`src/rtl/shrimp_writeback.sv`:
```
// Writeback stage: arbitrates single-cycle ALU results against queued load responses
// for the register file's single write port, with a starvation guard for loads.
module shrimp_writeback #(
    parameter int unsigned LQ_DEPTH     = 2,
    parameter int unsigned STARVE_LIMIT = 4
) (
    input  logic                        clock,
    input  logic                        reset_n,
    input  logic                        alu_valid,
    input  logic [3:0]                  alu_addr,
    input  logic [15:0]                 alu_val,
    output logic                        alu_stall,
    input  logic                        mem_valid,
    output logic                        mem_ready,
    input  logic [3:0]                  mem_addr,
    input  logic [15:0]                 mem_val,
    output logic                        reg_w_enable,
    output logic [3:0]                  reg_w_addr,
    output logic [15:0]                 reg_w_val,
    output logic [15:0]                 busy_mask,
    output logic [$clog2(LQ_DEPTH):0]   lq_count
);

    localparam int unsigned AW    = 4;
    localparam int unsigned DW    = 16;
    localparam int unsigned PTR_W = $clog2(LQ_DEPTH);
    localparam int unsigned CNT_W = PTR_W + 1;
    localparam int unsigned ST_W  = $clog2(STARVE_LIMIT + 1);
    localparam logic [AW-1:0] ZERO_REG = 4'hF;

    typedef struct packed {
        logic [AW-1:0] addr;
        logic [DW-1:0] val;
    } wb_entry_t;

    wb_entry_t        q [LQ_DEPTH];
    logic [PTR_W-1:0] rd_ptr;
    logic [PTR_W-1:0] wr_ptr;
    logic [CNT_W-1:0] count;
    logic [ST_W-1:0]  starve;

    logic             q_empty;
    logic             force_pop;
    logic             alu_win;
    logic             pop;
    logic             push;
    logic [PTR_W-1:0] slot_off;

    // Arbitration is purely a function of registered state and current inputs.
    always_comb begin
        q_empty   = (count == '0);
        force_pop = (starve == ST_W'(STARVE_LIMIT)) && !q_empty;
        alu_win   = alu_valid && !force_pop && (alu_addr != ZERO_REG);
        pop       = !q_empty && !alu_win;
        push      = mem_valid && mem_ready && (mem_addr != ZERO_REG);
    end

    assign mem_ready = (count != CNT_W'(LQ_DEPTH));
    assign alu_stall = force_pop && alu_valid;
    assign lq_count  = count;

    // Queue payload storage; contents are only meaningful while counted as valid.
    always_ff @(posedge clock) begin
        if (push) begin
            q[wr_ptr] <= '{addr: mem_addr, val: mem_val};
        end
    end

    // Pointers and occupancy; pointers wrap naturally since depth is a power of two.
    always_ff @(posedge clock or negedge reset_n) begin
        if (!reset_n) begin
            rd_ptr <= '0;
            wr_ptr <= '0;
            count  <= '0;
        end else begin
            if (push) begin
                wr_ptr <= wr_ptr + PTR_W'(1);
            end
            if (pop) begin
                rd_ptr <= rd_ptr + PTR_W'(1);
            end
            count <= count + CNT_W'(push) - CNT_W'(pop);
        end
    end

    // Counts ALU wins while a load waits; saturates at the limit to force a pop.
    always_ff @(posedge clock or negedge reset_n) begin
        if (!reset_n) begin
            starve <= '0;
        end else if (q_empty || pop) begin
            starve <= '0;
        end else if (alu_win && (starve != ST_W'(STARVE_LIMIT))) begin
            starve <= starve + ST_W'(1);
        end
    end

    // Output stage toward the register file; address/data hold when idle.
    always_ff @(posedge clock or negedge reset_n) begin
        if (!reset_n) begin
            reg_w_enable <= 1'b0;
            reg_w_addr   <= '0;
            reg_w_val    <= '0;
        end else if (alu_win) begin
            reg_w_enable <= 1'b1;
            reg_w_addr   <= alu_addr;
            reg_w_val    <= alu_val;
        end else if (pop) begin
            reg_w_enable <= 1'b1;
            reg_w_addr   <= q[rd_ptr].addr;
            reg_w_val    <= q[rd_ptr].val;
        end else begin
            reg_w_enable <= 1'b0;
        end
    end

    // Pending-write mask for decode: live queue slots plus the output stage.
    always_comb begin
        busy_mask = '0;
        slot_off  = '0;
        for (int unsigned i = 0; i < LQ_DEPTH; i++) begin
            slot_off = PTR_W'(i) - rd_ptr;
            if (CNT_W'(slot_off) < count) begin
                busy_mask[q[i].addr] = 1'b1;
            end
        end
        if (reg_w_enable) begin
            busy_mask[reg_w_addr] = 1'b1;
        end
        busy_mask[15] = 1'b0;
    end

endmodule

```
`config.mk`:
```
export PLATFORM = sky130hd
export DESIGN_NAME = shrimp_writeback
export DESIGN_NICKNAME = d
export VERILOG_FILES = /design/src/rtl/shrimp_writeback.sv
export SDC_FILE = /design/constraint.sdc
export NUM_CORES = 1
export LEC_CHECK = 0
export CORE_AREA = 2 2 90 92
export DETAILED_ROUTE_END_ITERATION = 10
export DIE_AREA = 0 0 92 94
export PLACE_DENSITY = 0.74
export SLEW_MARGIN = 20
export SYNTH_ARGS = -nofsm -noshare
export SYNTH_HDL_FRONTEND = slang
export SYNTH_SLANG_ARGS = --single-unit
```
`constraint.sdc`:
```
create_clock -name clock -period 5.8 [get_ports clock]
set_clock_uncertainty 0.15 [all_clocks]
set_input_delay 0.87 -clock clock [delete_from_list [all_inputs] [get_ports clock]]
set_output_delay 0.87 -clock clock [all_outputs]
set_load 0.005 [all_outputs]
```
==> impl_metrics.toml <==
[global_routing]
grt_pass1_vias = 2431
grt_first_pass_wirelength_mm = 11.80
antenna_found_initial = 0
grtUsageTotal = 0.1800
grt-ovfl-total = 0
grt_max_degree = 29

[placement]
io_buffer_count = 83
hpwl_mm = 5.262
gp_congestion = 0.8741

[sta]
fin_setup_tns_ns = 0
grt_setup_unrepaired = "false"
worst_slew_pin_slew_ns = 1.061
setup_viol = 0
hold_viol_final = 0
slew_headroom = 0.2922
slew_violations = 0
fin_crit_sh = 0.6539
max_freq_mhz = 263.7
min_period_ns = 3.793
holdWs_ns = 0.3290

[synth]
synth_top_cell_area_share = 0.3509
syn-num-nets = 303
ys.flop_type = "edfxtp_1"
synth_seq_area_share = 0.5556
synth_common_cells = "52 x mux2i_1, 40 x edfxtp_1, 28 x dfrtp_1"
synth_cells = 255
synth-edff-count = 40
yosys.area.top_type = "edfxtp_1"
postSynthAreaPerCell_um2 = 13.42
yosys.cell_types.count = 38
synth_area_leaders = "edfxtp_1 35%, dfrtp_1 20%, mux2i_1 15%"
ys_ff_latch = 68
synthArstFlopShare = 0.4118
yosysMostFrequentCell = "mux2i_1"
synth_warnings = 0
syn_area_um2 = 3423

[detailed_routing]
antenna_left = 0
drt_first_pass_iters = 4
routedWlPerCell_um = 17.09
route.vias.total = 2417
drt_iter0_markers = 137
drc = 0
drt-total-wl_mm = 7.621
avgViaCountPerCell = 5.419

[final_layout]
fill_cells = 622
fin_nets = 387
antenna_cells = 0
register_area_um2 = 1902
layout-drive-gt1-share = 0.1250
multiInputGateArea_um2 = 1390
area_growth_pct = 31.73

[cts]
clk_pin_slew_worst_paths_ns = 0.07
clockBufferDepth = 2
post_cts_buffers = 0
ctsHtreeMaxLevel = 3
cts_buffers = 9
cts_resized = 0
cts_tree = "done"
cts_root_buf = "clkbuf_8"
clk-insertion-delay-late_ns = 0.35
cts_hold_buf = 0
clock_sinks = 68

[worst_setup_path]
ff2ff_setup_slack_ns = 3.05
cp_slowest_stage_delay_ns = 0.99
cp_slowest_cell = "dfrtp_1"
crit_arrival_ns = 2.77
worstPathCellList = "a21o_1, nor3b_1, a221o_1, clkdlybuf4s50_1"
r2r_end = "lq_count[1]$_DFF_PN0_"
rr_worst_depth = 7
startpoint_type = "register"
cp_data_required_time_ns = 4.78
rr_startpoint = "lq_count[1]$_DFF_PN0_"
cp-end-kind = "output pin"
worstPathMaxFanout = 23
critical_path_class = "reg -> out"

[min_path]
hold_class = "reg -> reg"
worstHoldStart = "starve[0]$_DFFE_PN0P_"
holdPathEnd = "starve[0]$_DFFE_PN0P_"
hold_path_depth = 1

[floorplanning]
die_w_um = 92
start_util = 0.4500
die_area_um2 = 8648
fp.coreArea_um2 = 7607
die_h_um = 94
ios = 85
num_rows = 32

[flow_run]
drv_cap = 0

[power]
pwr-share-clk = 0.192
seq_power_share = 0.411
ir_drop_uv = 202.1
power.leakage_nw = 1.843
powerDensity_nw_per_um2 = 438.5
pwr-share-comb = 0.397
swShare = 0.3353
switchingPower_uw = 663.0
p_int_mw = 1.315

[run_status]
status = "complete, no violations"
## flip-flops by register name, summed over array words and instances (netlist names)
name	flops
lq_count	2
reg_w_enable	1
rd_ptr	1
wr_ptr	1
reg_w_val	16
starve	3
reg_w_addr	4
q	40
## logic make-up after synthesis
| group | Yosys count | synth area share |
|---|---|---|
| AOI/OAI and AO/OA | 31 | 0.08553 |
| xor gates and xnor gates | 5 | 0.01279 |
| adders and majority gates | 4 | 0.01462 |
| buffers and inverters | 26 | 0.04130 |
| DFF | 68 | 0.5556 |
| muxes | 68 | 0.2047 |
| other | 1 | 0.001095 |
| and+or+nand+nor | 52 | 0.08443 |
## placed cells by master, fill, tap and decap left out, types with 2 or more instances in the layout
| cell type | n |
|---|---|
| clkbuf_8 | 9 |
| mux2_2 | 16 |
| o221ai_1 | 11 |
| nand3b_1 | 2 |
| or2_2 | 2 |
| ha_1 | 4 |
| clkinvlp_4 | 2 |
| dfrtp_1 | 28 |
| nor2_1 | 5 |
| nand3_1 | 5 |
| nor2_2 | 2 |
| clkinv_2 | 2 |
| a221o_1 | 8 |
| edfxtp_1 | 40 |
| o211ai_1 | 3 |
| mux2i_1 | 52 |
| clkdlybuf4s50_1 | 83 |
| and3b_1 | 2 |
| nor3_1 | 3 |
| nor3b_1 | 4 |
| buf_4 | 2 |
| nand2_1 | 12 |
| nor2b_1 | 3 |
| nand2b_1 | 5 |
| a311oi_1 | 4 |
| inv_1 | 14 |
| and3_1 | 2 |
| xnor2_1 | 4 |
## worst max path at each step
stage	startpoint	to	slack [ns]	cells after the start
6_report	rd_ptr$_DFFE_PN0P_	busy_mask[0]	2.01	4
2_1_floorplan	mem_addr[3]	q[1][0]$_DFFE_PP_	3.27	3
3_5_place_dp	rd_ptr$_DFFE_PN0P_	busy_mask[0]	2.37	4
4_1_cts	rd_ptr$_DFFE_PN0P_	busy_mask[0]	1.96	4
5_1_grt	rd_ptr$_DFFE_PN0P_	busy_mask[3]	1.78	4
3_3_place_gp	rd_ptr$_DFFE_PN0P_	busy_mask[3]	2.39	4
## stage by stage
stage	total power, mW	setup WS (ns)	instance area, um2	utilization	std cells
after floorplan	1.250	3.273	3423	-	255
after global placement	1.587	2.392	4313	0.5669	430
after detailed placement	1.609	2.371	4313	0.5669	430
after CTS	1.991	1.962	4504	0.5921	446
after global routing	2.088	1.775	4509	0.5928	446
final	1.978	2.007	4509	0.5928	446
## power by group through the flow
stage               Clock [mW]  Combinational (mW)  Sequential (mW)
CTS                      0.386               0.793            0.812
detailed placement           0               0.789            0.820
finish                   0.379               0.786            0.812
global route             0.406               0.850            0.832
floorplan                    0               0.499            0.751
global placement             0               0.772            0.815
## metal layers
metal	global-route usage	routed length (um)	up-vias
met5	0	0	-
met4	0.05721	78	0
met3	0.04976	333	8
met2	0.3094	3904	90
met1	0.2211	3304	1183
li1	-	-	1136
## critical path: cells and delay by family, from the launching register on
kind / cells / cell delay [ns]
compound gates: 2 / 0.51
buf+inv: 1 / 0.49
flops: 1 / 0.99
simple gates: 1 / 0.43
## final cells by class
type / count / share of cell area
Tap cell: 102 / 0.02830
Inverter: 14 / 0.01165
Clock inverter: 7 / 0.01498
Clock buffer: 9 / 0.02747
Sequential cell: 68 / 0.4218
Timing Repair Buffer: 85 / 0.1876
Multi-Input combinational cell: 161 / 0.3083
(Power assumes the default switching activity.)
